File: config.mk
export PLATFORM = sky130hd
export DESIGN_NAME = insn_loader_flat
export DESIGN_NICKNAME = d
export VERILOG_FILES = /design/src/rtl/insn_loader_pkg.sv /design/src/rtl/insn_loader_if.sv /design/src/rtl/insn_loader_shadow_buf.sv /design/src/rtl/insn_loader.sv /design/src/flat_wrapper.sv
export SDC_FILE = /design/constraint.sdc
export NUM_CORES = 1
export LEC_CHECK = 0
export BUFFER_PORTS_ARGS = -buffer_cell sky130_fd_sc_hd__buf_2
export CAP_MARGIN = 20
export CORE_ASPECT_RATIO = 1.75
export CORE_MARGIN = 1
export CORE_UTILIZATION = 50
export CTS_CLUSTER_SIZE = 8
export DETAILED_ROUTE_END_ITERATION = 12
export PLACE_DENSITY = 0.76
export REMOVE_ABC_BUFFERS = 1
export SKIP_LAST_GASP = 1
export SYNTH_ARGS = -nofsm -noshare
export SYNTH_HDL_FRONTEND = slang
export SYNTH_SLANG_ARGS = --single-unit
File: constraint.sdc
create_clock -name clk -period 3.9 [get_ports clk]
set_input_delay 0.39 -clock clk [delete_from_list [all_inputs] [get_ports clk]]
set_output_delay 0.39 -clock clk [all_outputs]
set_load 0.005 [all_outputs]
File: src/rtl/insn_loader_pkg.sv
// Shared constants for the instruction loader: memory geometry, NOP word and loader states.
package insn_loader_pkg;

    localparam int unsigned INSN_COUNT    = 16;
    localparam int unsigned INSN_SIZE     = 16;
    localparam int unsigned INSN_PTR_SIZE = 4;

    localparam logic [INSN_SIZE-1:0] INSN_NOP = '0;

    typedef enum logic [1:0] {
        LDR_IDLE   = 2'd0,
        LDR_LOAD   = 2'd1,
        LDR_COMMIT = 2'd2,
        LDR_DONE   = 2'd3
    } ldr_state_t;

endpackage

File: src/rtl/insn_loader_if.sv
// Host-side instruction word stream (valid/ready) feeding the loader.
interface insn_loader_if #(
    parameter int unsigned INSN_SIZE = insn_loader_pkg::INSN_SIZE
);

    logic                 in_valid;
    logic                 in_ready;
    logic [INSN_SIZE-1:0] in_insn;

    modport master (output in_valid, output in_insn, input in_ready);
    modport slave  (input in_valid, input in_insn, output in_ready);

endinterface

File: src/rtl/insn_loader_shadow_buf.sv
// Shadow register array for the instruction memory load port, flattened onto insn_data.
module insn_shadow_buf
    import insn_loader_pkg::*;
#(
    parameter int unsigned INSN_COUNT    = insn_loader_pkg::INSN_COUNT,
    parameter int unsigned INSN_SIZE     = insn_loader_pkg::INSN_SIZE,
    parameter int unsigned INSN_PTR_SIZE = insn_loader_pkg::INSN_PTR_SIZE
) (
    input  logic                            clk,
    input  logic                            reset,
    input  logic                            clear_all,
    input  logic                            wr_en,
    input  logic [INSN_PTR_SIZE-1:0]        wr_idx,
    input  logic [INSN_SIZE-1:0]            wr_data,
    output logic [INSN_COUNT*INSN_SIZE-1:0] insn_data
);

    logic [INSN_SIZE-1:0] slot_q [INSN_COUNT];

    always_ff @(posedge clk or negedge reset) begin
        if (!reset) begin
            for (int unsigned i = 0; i < INSN_COUNT; i++) begin
                slot_q[i] <= INSN_SIZE'(INSN_NOP);
            end
        end else if (clear_all) begin
            for (int unsigned i = 0; i < INSN_COUNT; i++) begin
                slot_q[i] <= INSN_SIZE'(INSN_NOP);
            end
        end else if (wr_en) begin
            slot_q[wr_idx] <= wr_data;
        end
    end

    always_comb begin
        insn_data = '0;
        for (int unsigned i = 0; i < INSN_COUNT; i++) begin
            insn_data[i*INSN_SIZE +: INSN_SIZE] = slot_q[i];
        end
    end

endmodule

File: src/rtl/insn_loader.sv
// Collects instruction words from the host stream into a shadow buffer and commits
// the whole buffer to instruction memory with a single init_insn_mem strobe.
module insn_loader
    import insn_loader_pkg::*;
#(
    parameter int unsigned INSN_COUNT    = insn_loader_pkg::INSN_COUNT,
    parameter int unsigned INSN_SIZE     = insn_loader_pkg::INSN_SIZE,
    parameter int unsigned INSN_PTR_SIZE = insn_loader_pkg::INSN_PTR_SIZE
) (
    input  logic                            clk,
    input  logic                            reset,
    input  logic                            start,
    input  logic [INSN_PTR_SIZE:0]          load_len,
    input  logic                            abort,
    insn_loader_if.slave                    in_if,
    output logic                            busy,
    output logic                            init_insn_mem,
    output logic [INSN_COUNT*INSN_SIZE-1:0] insn_data,
    output logic                            done,
    output logic                            err
);

    localparam logic [INSN_PTR_SIZE:0] LEN_MAX = (INSN_PTR_SIZE+1)'(INSN_COUNT);
    localparam logic [INSN_PTR_SIZE:0] PTR_ONE = (INSN_PTR_SIZE+1)'(1);

    ldr_state_t             state_q, state_d;
    logic [INSN_PTR_SIZE:0] wr_ptr_q;
    logic [INSN_PTR_SIZE:0] len_q;
    logic                   err_q;

    logic len_ok;
    logic start_ok;
    logic xfer;
    logic last_xfer;

    assign len_ok   = (load_len != '0) && (load_len <= LEN_MAX);
    assign start_ok = (state_q == LDR_IDLE) && start && len_ok;
    // abort takes priority: a word offered in the abort cycle is dropped
    assign xfer      = in_if.in_valid && in_if.in_ready && !abort;
    assign last_xfer = xfer && ((wr_ptr_q + PTR_ONE) == len_q);

    always_ff @(posedge clk or negedge reset) begin
        if (!reset) begin
            state_q <= LDR_IDLE;
        end else begin
            state_q <= state_d;
        end
    end

    always_comb begin
        state_d = state_q;
        case (state_q)
            LDR_IDLE:   if (start_ok) state_d = LDR_LOAD;
            LDR_LOAD: begin
                if (abort)          state_d = LDR_IDLE;
                else if (last_xfer) state_d = LDR_COMMIT;
            end
            LDR_COMMIT: state_d = LDR_DONE;
            LDR_DONE:   state_d = LDR_IDLE;
        endcase
    end

    always_comb begin
        in_if.in_ready = (state_q == LDR_LOAD);
        busy           = (state_q != LDR_IDLE);
        init_insn_mem  = (state_q == LDR_COMMIT);
        done           = (state_q == LDR_DONE);
        err            = err_q;
    end

    always_ff @(posedge clk or negedge reset) begin
        if (!reset) begin
            wr_ptr_q <= '0;
            len_q    <= '0;
            err_q    <= 1'b0;
        end else begin
            err_q <= (state_q == LDR_IDLE) && start && !len_ok;
            if (start_ok) begin
                len_q    <= load_len;
                wr_ptr_q <= '0;
            end else if (xfer) begin
                wr_ptr_q <= wr_ptr_q + PTR_ONE;
            end
        end
    end

    insn_shadow_buf #(
        .INSN_COUNT    (INSN_COUNT),
        .INSN_SIZE     (INSN_SIZE),
        .INSN_PTR_SIZE (INSN_PTR_SIZE)
    ) u_shadow_buf (
        .clk       (clk),
        .reset     (reset),
        .clear_all (start_ok),
        .wr_en     (xfer),
        .wr_idx    (wr_ptr_q[INSN_PTR_SIZE-1:0]),
        .wr_data   (in_if.in_insn),
        .insn_data (insn_data)
    );

endmodule

File: src/flat_wrapper.sv
// flat-port wrapper written by rule: the top's interface ports become plain ports
module insn_loader_flat import insn_loader_pkg::*;
#(
    parameter int unsigned INSN_COUNT    = insn_loader_pkg::INSN_COUNT,
    parameter int unsigned INSN_SIZE     = insn_loader_pkg::INSN_SIZE,
    parameter int unsigned INSN_PTR_SIZE = insn_loader_pkg::INSN_PTR_SIZE
)
  (clk, reset, start, load_len, abort, busy, init_insn_mem, insn_data, done, err, in_if_in_valid, in_if_in_insn, in_if_in_ready);
  insn_loader_if #(.INSN_SIZE(INSN_SIZE)) in_if_i ();
  input  logic clk;
  input  logic reset;
  input  logic start;
  input  logic [INSN_PTR_SIZE:0] load_len;
  input  logic abort;
  output logic busy;
  output logic init_insn_mem;
  output logic [INSN_COUNT*INSN_SIZE-1:0] insn_data;
  output logic done;
  output logic err;
  input wire logic [$bits(in_if_i.in_valid)-1:0] in_if_in_valid;
  input wire logic [$bits(in_if_i.in_insn)-1:0] in_if_in_insn;
  output wire logic [$bits(in_if_i.in_ready)-1:0] in_if_in_ready;
  assign in_if_i.in_valid = in_if_in_valid;
  assign in_if_i.in_insn = in_if_in_insn;
  assign in_if_in_ready = in_if_i.in_ready;
  insn_loader #(.INSN_COUNT(INSN_COUNT), .INSN_SIZE(INSN_SIZE), .INSN_PTR_SIZE(INSN_PTR_SIZE)) u_core (.clk(clk), .reset(reset), .start(start), .load_len(load_len), .abort(abort), .in_if(in_if_i), .busy(busy), .init_insn_mem(init_insn_mem), .insn_data(insn_data), .done(done), .err(err));
endmodule
==> results of run 1 <==
-- sequential cells by signal, summed over array words and instances (netlist names), named ones only --
signal	cells
u_core.u_shadow_buf.insn_data	256
u_core.len_q	5
u_core.wr_ptr_q	5
u_core.err	1
u_core.state_q	1
-- cells in the mapped netlist (4+ instances only) --
cell,n
sky130_fd_sc_hd__a21oi_1,129
sky130_fd_sc_hd__xnor2_1,6
sky130_fd_sc_hd__ha_1,4
sky130_fd_sc_hd__buf_2,47
sky130_fd_sc_hd__nand4b_2,4
sky130_fd_sc_hd__clkbuf_1,9
sky130_fd_sc_hd__nand2_1,260
sky130_fd_sc_hd__inv_1,4
sky130_fd_sc_hd__clkbuf_2,7
sky130_fd_sc_hd__mux2_2,4
sky130_fd_sc_hd__nand3_4,4
sky130_fd_sc_hd__dfrtp_1,269
sky130_fd_sc_hd__mux2i_1,128
sky130_fd_sc_hd__buf_6,15
sky130_fd_sc_hd__o21ai_0,4
sky130_fd_sc_hd__buf_4,5
sky130_fd_sc_hd__nor2_1,137
sky130_fd_sc_hd__and3_1,9
sky130_fd_sc_hd__nand3_1,6
sky130_fd_sc_hd__buf_12,8
sky130_fd_sc_hd__xor2_1,4
-- critical path, delay by kind of cell, from the launching register on --
kind	cells	cell delay, ns
multiplexers	1	0.40
AND/OR/NAND/NOR	3	1.57
buffers and inverters	1	0.33
flip-flops	1	0.43
-- stage by stage --
step | utilization | hold WS (ns) | std cells | instance area, sq um | total power (uW)
2_1_floorplan | - | 0.09441 | 997 | 10810 | 3544
3_3_place_gp | 0.5619 | 0.4974 | 1590 | 12730 | 3978
3_5_place_dp | 0.5619 | 0.5032 | 1590 | 12730 | 3999
4_1_cts | 0.6074 | 0.001813 | 1632 | 13760 | 6934
5_1_grt | 0.6074 | 0.03112 | 1632 | 13760 | 7139
6_report | 0.6074 | -0.04462 | 1632 | 13760 | 6886
-- cell type report --
| type | count | area [sq um] |
|---|---|---|
| tap | 300 | 375.4 |
| multi-input combinational | 724 | 4074 |
| clock buffer | 41 | 1026 |
| sequential | 269 | 6731 |
| inverter | 4 | 15.01 |
| clock inverter | 1 | 5.005 |
| fill | 1942 | 8894 |
| timing repair buffer | 293 | 1531 |
-- power by group --
group / switching (uW) / total, uW / internal [uW] / leakage (uW)
clock: 1100 / 2930 / 1830 / 0.000509
combinational: 575 / 879 / 304 / 0.00342
sequential: 115 / 3080 / 2960 / 0.00374
total: 1790 / 6890 / 5090 / 0.00766
-- per-layer routing --
metal	part of all wire	routed length, um	global-route usage	up-vias
met5	0	0	0	-
met4	0.062	2047	0.1754	0
met3	0.048	1565	0.04000	98
met2	0.51	16870	0.4848	324
met1	0.38	12300	0.3316	4320
li1	-	-	-	4013
-- path summary, 6_finish.rpt --
check | to | start | slack [ns] | depth (start not counted)
setup / recovery | u_core.u_shadow_buf.insn_data[155]$_DFFE_PN0P_ | register | 1.04 | 5
hold / removal | u_core.u_shadow_buf.insn_data[107]$_DFFE_PN0P_ | reset | -0.04 | 1
setup reg to reg | u_core.u_shadow_buf.insn_data[155]$_DFFE_PN0P_ | register | 1.04 | 5
hold reg to reg | u_core.u_shadow_buf.insn_data[10]$_DFFE_PN0P_ | u_core.u_shadow_buf.insn_data[10]$_DFFE_PN0P_ | 0.51 | 2
max in group asynchronous | u_core.u_shadow_buf.insn_data[46]$_DFFE_PN0P_ | reset | 2.96 | 2
min in group clk | u_core.err$_DFF_PN0_ | start | 0.15 | 3
-- placed cells by master (no fill, tap or decap), drive strengths merged, types with 2 or more instances in the layout --
cell / count
ha: 4
nand4b: 4
xnor2: 6
a21oi: 129
mux2: 4
nor2: 137
clkbuf: 41
xor2: 4
and4bb: 6
nand3: 10
nor2b: 2
o21ai: 4
nand2: 260
and3: 9
buf: 293
dfrtp: 269
inv: 4
and2: 2
mux2i: 128
o21bai: 2
and2b: 3
a31oi: 2
-- cell families after synthesis --
group / after synthesis
multiplexers: 132
flip-flops: 269
XOR/XNOR: 10
adder cells (fa/ha/maj): 4
buffers and inverters: 96
AO/OA/AOI/OAI: 139
AND/OR/NAND/NOR: 439
==> flow_results.org, run 1 <==
** CTS
- At the later pin of the worst-skew pair, clock insertion delay measures 0.51 ns.
- The cell sitting at the root of the clock tree is a sky130_fd_sc_hd__clkbuf_16.
- Htree depth :: 2
- Total number of clock tree sinks :: 269
- TritonCTS built the clock tree.
- The longest clock path from root to sink contains 3 buffers.
- PostCTS Resize Cnt :: 0
- TritonCTS buffer count :: 39
- Clock transition time at the flip-flop clock pins of the worst setup and hold paths :: 0.05 ns
- Post-CTS setup repair buffer count :: 0
- Quantity of hold-fixing buffers added after cts :: 0

** Timing
- Worst Skew :: 0.01557 ns
- Final max-slew violation count :: 0
- Worst slack on hold paths :: -0.04462 ns
- Setup violations remaining at the end of the flow were counted as 0.
- Post-layout min period :: about 2.9 ns
- Summed over all failing endpoints, the final setup total negative slack is 0 ns.
- Worst relative slew slack :: 0.2657
- Derived from the worst setup path, the maximum achievable clock frequency is 349.8 MHz.
- Final period utilization :: 0.7329
- Slew of the pin with the lowest slew margin :: 1.101 ns
- Final Hold Vio Count :: 42
- Setup slack of the critical path after layout :: between 1 and 1.5 ns
- Unrepaired setup endpoints after global routing :: false

** Setup path
- Data arrives at the worst endpoint at 3.23 ns.
- The largest individual stage delay along the critical path comes from the cell sky130_fd_sc_hd__and4bb_1.
- Setup crit start kind :: register
- For this run, the slowest stage of the critical path takes 0.89 ns.
- Of all nets on the critical path, the largest fanout is 23.
- Endpoint type of the worst setup path :: register
- Walking the worst path, the cells encountered are and4bb_1 > buf_4 > nand4b_2 > mux2i_1 > nor2_1.
- Data required time at the worst endpoint :: 4.27 ns
- The critical path in this run is classified as reg2reg.

** Place
- Prior to clock tree synthesis, the placed netlist has a worst setup slack of 1.038 ns.
- Total of buffers placed on input and output ports :: 286
- Routability-driven placement congestion ratio :: 0.7983
- Summed over all nets, the half-perimeter wirelength after detailed placement is around 21 mm.

** GRT
- Aggregate global-route resource usage :: 0.2840
- The via count of the first global-routing pass was 8,909.
- Maximum number of pins on one net before global-route repair :: 177
- GR Overflow Total :: 0
- The number of antenna violations at the first check in global routing came to 0.
- First-pass GRT wire length :: 50.18 mm

** Outcome
- Status :: finished with violations
- Violated checks :: negative hold slack

** Routing
- The routed layout has 8,755 vias.
- Number of vias per cell after detailed routing :: 5.365
- Final Routed Wirelength :: approximately 33 mm
- DRC violation count after routing :: 0
- Drt first pass iters :: 5
- Dividing the detail-routed wire length by the instance count gives 20.08 um.
- Number of nets with antenna violations after routing :: 0
- For this block, the initial DRC count from the detailed router was 623.

** Final layout
- For this run, the post-layout net count is 1,361.
- The repair_antennas step left the layout with diodes totalling 0.
- Layout area overhead :: 19.73%
- Share of cells above drive strength 1 :: 0.2643

** Synth
- The area fraction in compound gates after synthesis came to 0.06163.
- Top cell type's share of synthesized area :: 0.5858
- Of the synthesized area, sequential elements account for 0.5858.
- Synthesized flop and latch total :: 269
- Of the total synthesized cell area, the portion taken by full adders, half adders and majority gates is 0.004355.
- Synthesized-area fraction occupied by and/or/nand/nor cells :: 0.1642
- Multiplexer area fraction after synthesis :: 0.1154
- In the synthesized netlist the async set-or-reset flop fraction comes to 1.000.
- After synthesis, the largest family of logic cells by area is simple AND/OR/NAND/NOR gates.
- Primary FF master, synth :: sky130_fd_sc_hd__dfrtp_1
- Synth area leader :: sky130_fd_sc_hd__dfrtp_1
- Synth Cell Area :: 11,490 sq um
- For this run, the number of Yosys warnings is 0.
- Yosys mapped a number of flops with a built-in enable equal to 0.
- Of the total synthesized cell area, the portion taken by XOR and XNOR cells is 0.007622.
- The average instance in the mapped netlist occupies 10.55 sq um.
- Count of cell types in the netlist :: 38
- Synthesis produced a netlist whose cell count is 1,089.
- Sorting the synthesized cells by area gives the leading types as sky130_fd_sc_hd__dfrtp_1 59%, sky130_fd_sc_hd__mux2i_1 11%, sky130_fd_sc_hd__nand2_1 8.5%.

** Floorplan
- The region available for standard cell placement spans between 20,000 and 25,000 sq um.
- Total die area :: 23,620 sq um
- For this configuration, the core starts out at a cell density of 0.5073.
- 287 I/O pins were placed.
- Vertical die dimension :: a little over 200 um
- The initialized floorplan defines 73 standard-cell rows.
- X dimension of the die :: roughly 120 um

** Worst hold path
- Class of the tightest hold or removal check :: in2async

** Flow run
- Max Cap Violations :: 0

** Power and ir drop
- Power spread over the standard cell area amounts to between 500 and 600 nW/um^2.
- In this run the static leakage power is 0.007660 uW.
- IR analysis of the VDD net gives a maximum drop of 0.3235 mV.
No activity file was read; power rests on OpenSTA's default activity.
==> run 2, diff against run 1 <==
Settings changed: ABC_AREA from default to 1.
Clock period 3.9 ns to 2.8 ns, I/O delays scaled along.
==> flow_results.org, run 2 <==
** Outcome
- Status: finished, final reports clean (was finished with violations).

** Final layout
- Layout area overhead :: 22.61% (was 19.73%)
- The register cell area after layout was 6731 sq um (unchanged).
- Area of the multi-input gates :: 3377 sq um (was 4074 sq um)
- Leading cell types in the layout, fill and taps excluded :: 285 x sky130_fd_sc_hd__buf_2, 269 x sky130_fd_sc_hd__dfrtp_1, 259 x sky130_fd_sc_hd__a21oi_1, 187 x sky130_fd_sc_hd__o21ai_0, 114 x sky130_fd_sc_hd__nand2_1 (was 285 x sky130_fd_sc_hd__buf_2, 269 x sky130_fd_sc_hd__dfrtp_1, 260 x sky130_fd_sc_hd__nand2_1, 137 x sky130_fd_sc_hd__nor2_1, 129 x sky130_fd_sc_hd__a21oi_1)
- The antenna diode count came to 0 (unchanged).
- Total of fill cells in the finished design :: 1,728 (was 1,942)
- Layout net count :: 1,339 (was 1,361)
- The leading cell type in the layout, fill and taps excluded was sky130_fd_sc_hd__buf_2 (unchanged).
- Number of flip-flops in the largest register :: 256 (unchanged)
- Share of cells above drive strength 1 :: 0.2815 (was 0.2643)
- Final Instance Count excl. Fillers :: 1,599 (was 1,632)
- Core utilization of the finished layout :: 0.6293 (was 0.6074)

** Setup path
- The required time of the critical path is 3.23 ns (was 4.27 ns).
- Arrival time at the worst endpoint :: 2.52 ns (was 3.23 ns)
- The worst setup path category is reg2reg (unchanged).
- Endpoint type of the worst setup path :: register (unchanged)
- Setup crit start kind :: register (unchanged)
- The number of cells traversed by the worst register-to-register path is 8 (was 5).
- The critical-path maximum fanout was 32 (was 23).

** Place
- The number of placed cells counting well taps came to 1,554 (was 1,590).
- Routability-driven placement congestion ratio :: 0.8443 (was 0.7983)
- Total of buffers placed on input and output ports :: 286 (unchanged)
- The HPWL after detailed placement is 19.74 mm (was 20.71 mm).

** Power and ir drop
- The power density normalized to cell area was 727.3 nW/um^2 (was 500.5 nW/um^2).
- The net switching power figure came to 2574 uW (was 1792 uW).
- The internal power came to 7087 uW (was 5094 uW).
- Sequential fraction of design power :: 0.447 (about the same)
- The clock network fraction of design power is 0.423 (was 0.425).
- The combinational share of power was 0.130 (was 0.128).
- Static leakage :: 0.007435 uW (was 0.007660 uW)
- The switching part of the total power was 0.2664 (was 0.2603).
- The maximum vdd drop is 0.5907 mV (was 0.3235 mV).

** CTS
- The clock-pin slew on the worst setup and hold paths is 0.05 ns (about the same).
- CTS Buffer Depth :: 3 (unchanged)
- Clk Tree Root Cell :: sky130_fd_sc_hd__clkbuf_16 (unchanged)
- Htree depth :: 2 (unchanged)
- Total number of clock tree sinks :: 269 (unchanged)
- PostCTS Resize Cnt :: 0 (unchanged)
- The clock latency at the later pin of the worst-skew pair came to 0.52 ns (was 0.51 ns).
- Clock tree from TritonCTS :: built (unchanged)
- The TritonCTS buffer count came to 39 (unchanged).

** Timing
- Final sum of negative setup slack :: 0 ns (unchanged)
- The number of endpoints failing setup at the final stage came to 0 (unchanged).
- Highest clock frequency the design can meet :: 478.5 MHz (was 349.8 MHz)
- Worst slack on hold paths :: 0.01834 ns (was -0.04462 ns)
- Worst relative slew slack :: 0.4929 (was 0.2657)
- Final Hold Vio Count :: 0 (was 42)
- Post-layout min period :: 2.090 ns (was 2.858 ns)
- The clock skew after layout is 0.01413 ns (was 0.01557 ns).
- Final period utilization :: 0.7464 (was 0.7329)
- The number of max-slew violations in the final report came to 0 (unchanged).
- Unrepaired setup endpoints after global routing :: false (unchanged)
- The transition time at the pin with the least slew margin came to 0.7607 ns (was 1.101 ns).

** Floorplan
- Number of I/O pins :: 287 (unchanged)
- Placeable core area :: 21,110 sq um (was 22,650 sq um)
- Initial Utilization :: 0.5132 (was 0.5073)
- X dimension of the die :: 113.3 um (was 116.6 um)
- Vertical die dimension :: 196.7 um (was 202.5 um)
- The floorplan die area was 22,280 sq um (was 23,620 sq um).
- The number of rows in the core area came to 70 (was 73).

** Flow run
- Max Cap Violations :: 0 (unchanged)

** Synth
- The netlist area before placement was 10,830 sq um (was 11,490 sq um).
- The number of storage elements in the synthesis netlist was 269 (unchanged).
- Top-count cell post-synth :: sky130_fd_sc_hd__dfrtp_1 (unchanged)
- Async set-or-reset flop fraction in the synthesized netlist :: 1.000 (unchanged)
- The area share of the largest cell type after synthesis was 0.6214 (was 0.5858).
- Synth cell count leaders: 269 x sky130_fd_sc_hd__dfrtp_1, 259 x sky130_fd_sc_hd__a21oi_1, 187 x sky130_fd_sc_hd__o21ai_0, 114 x sky130_fd_sc_hd__nand2_1, 48 x sky130_fd_sc_hd__o21ai_1 (was 269 x sky130_fd_sc_hd__dfrtp_1, 260 x sky130_fd_sc_hd__nand2_1, 137 x sky130_fd_sc_hd__nor2_1, 129 x sky130_fd_sc_hd__a21oi_1, 128 x sky130_fd_sc_hd__mux2i_1).
- Primary FF master, synth :: sky130_fd_sc_hd__dfrtp_1 (unchanged)
- Post-synth EDFFs :: 0 (unchanged)
- The cell type contributing the most total cell area after synthesis is sky130_fd_sc_hd__dfrtp_1 (unchanged).
- The sequential fraction of the synthesis area was 0.6214 (was 0.5858).
- Syn avg cell area :: 10.22 sq um (was 10.55 sq um)
- Mapped Cells :: 1,060 (was 1,089)
- Leading post-synthesis cells by cell area: sky130_fd_sc_hd__dfrtp_1 62%, sky130_fd_sc_hd__a21oi_1 12%, sky130_fd_sc_hd__o21ai_0 8.6% (was sky130_fd_sc_hd__dfrtp_1 59%, sky130_fd_sc_hd__mux2i_1 11%, sky130_fd_sc_hd__nand2_1 8.5%).
- The number of distinct library cell variants in the gate-level netlist after synthesis came to 25 (was 38).
- The number of warnings issued by yosys was 0 (unchanged).

** GRT
- The maximum number of pins on one net before global-route repair came to 107 (was 177).
- The aggregate global routing overflow is 0 (unchanged).
- The via count of the first global-routing pass was 8,954 (was 8,909).
- The number of antenna violations at the first check in global routing is 0 (unchanged).
- The global-route total usage across every layer came to 0.2782 (was 0.2840).
- The wire length of the first global-routing pass was 48.38 mm (was 50.18 mm).

** Routing
- The number of violations reported at the end of detailed-routing iteration 0 came to 657 (was 623).
- DRC violation count after routing :: 0 (unchanged)
- The average wire length per cell after detail routing came to 18.96 um (was 20.08 um).
- Final Routed Wirelength :: 30.31 mm (was 32.77 mm)
- The via total after detailed routing was 8,933 (was 8,755).
- The mean number of vias per cell came to 5.587 (was 5.365).
- Number of nets with antenna violations after routing :: 0 (unchanged)
- The first-pass iteration count of the detailed router came to 5 (unchanged).

** Worst hold path
- Counting instances, the worst hold path has a depth of 3.
- Class of the tightest hold or removal check :: in2reg (was in2async)
-- run 2: changes by cell type in the layout (fill, tap and decap cells not counted), moves of 5 or more --
cell | before | now
sky130_fd_sc_hd__and3_1 | 9 | 0
sky130_fd_sc_hd__nand2_1 | 260 | 114
sky130_fd_sc_hd__o21ai_1 | 0 | 48
sky130_fd_sc_hd__a21oi_1 | 129 | 259
sky130_fd_sc_hd__mux2i_1 | 128 | 0
sky130_fd_sc_hd__o21ai_0 | 4 | 187
sky130_fd_sc_hd__xnor2_1 | 6 | 0
sky130_fd_sc_hd__inv_1 | 4 | 36
sky130_fd_sc_hd__buf_4 | 4 | 9
sky130_fd_sc_hd__nor2_1 | 137 | 10
sky130_fd_sc_hd__inv_2 | 0 | 5
sky130_fd_sc_hd__nor2_8 | 0 | 11
-- run 2: kinds of logic after synthesis --
family	after synthesis	synth area share
compound gates	494	0.2282
fa+ha+maj	4	0.004620
buf+inv	135	0.06710
flops	269	0.6214
simple gates	158	0.07865
-- run 2: routing by layer --
layer / routed length [um] / GRT usage / part of all wire
met1: 11620 / 0.3365 / 0.38
met2: 15110 / 0.4631 / 0.50
met3: 1736 / 0.04828 / 0.057
met4: 1836 / 0.1691 / 0.061
met5: 0 / 0 / 0
-- run 2: worst paths after layout --
check	endpoint	slack, ns	start
worst max-delay path	u_core.u_shadow_buf.insn_data[209]$_DFFE_PN0P_	0.71	register
min in group asynchronous	u_core.u_shadow_buf.insn_data[158]$_DFFE_PN0P_	0.38	reset
worst min register to register	u_core.len_q[4]$_DFFE_PN0P_	0.52	u_core.len_q[4]$_DFFE_PN0P_
worst max register to register	u_core.u_shadow_buf.insn_data[209]$_DFFE_PN0P_	0.71	register
worst min-delay path	u_core.len_q[1]$_DFFE_PN0P_	0.02	load_len[1]
max in group asynchronous	u_core.u_shadow_buf.insn_data[107]$_DFFE_PN0P_	1.58	reset
-- run 2: area by class of cell --
| class | instances | area share |
|---|---|---|
| sequential | 269 | 0.5068 |
| timing repair buffer | 302 | 0.1226 |
| clock inverter | 3 | 0.002261 |
| tap | 288 | 0.02713 |
| multi-input combinational | 656 | 0.2542 |
| inverter | 41 | 0.01159 |
| clock buffer | 40 | 0.07536 |
-- run 2: critical path: stages, from the launching register on --
cell	delay (ns)
sky130_fd_sc_hd__dfrtp_1	0.39
sky130_fd_sc_hd__inv_2	0.09
sky130_fd_sc_hd__nand2_1	0.10
sky130_fd_sc_hd__nor2_4	0.12
sky130_fd_sc_hd__nand2_4	0.20
sky130_fd_sc_hd__buf_4	0.34
sky130_fd_sc_hd__nor2_8	0.39
sky130_fd_sc_hd__o21ai_0	0.18
sky130_fd_sc_hd__a21oi_1	0.18
-- run 2: repair_timing --
action	in CTS	in global routing
endpoints found under the hold margin	88	0
hold buffers	2	0
buffers inserted	0	0
-- run 2: stage by stage --
step | total power [uW] | instance area [sq um] | worst slack, ns
floorplan | 5007 | 10260 | 0.6290
detailed placement | 5621 | 12230 | 0.7558
CTS | 9716 | 13280 | 0.7080
global route | 10030 | 13280 | 0.5521
finish | 9661 | 13280 | 0.7100
global placement | 5583 | 12230 | 0.8179
-- run 2: power groups by stage --
stage	sequential (uW)	combinational [uW]	clock (uW)
floorplan	4370	642	0
global placement	4360	1220	0
detailed placement	4370	1250	0
CTS	4310	1260	4140
global route	4350	1390	4290
finish	4320	1250	4090
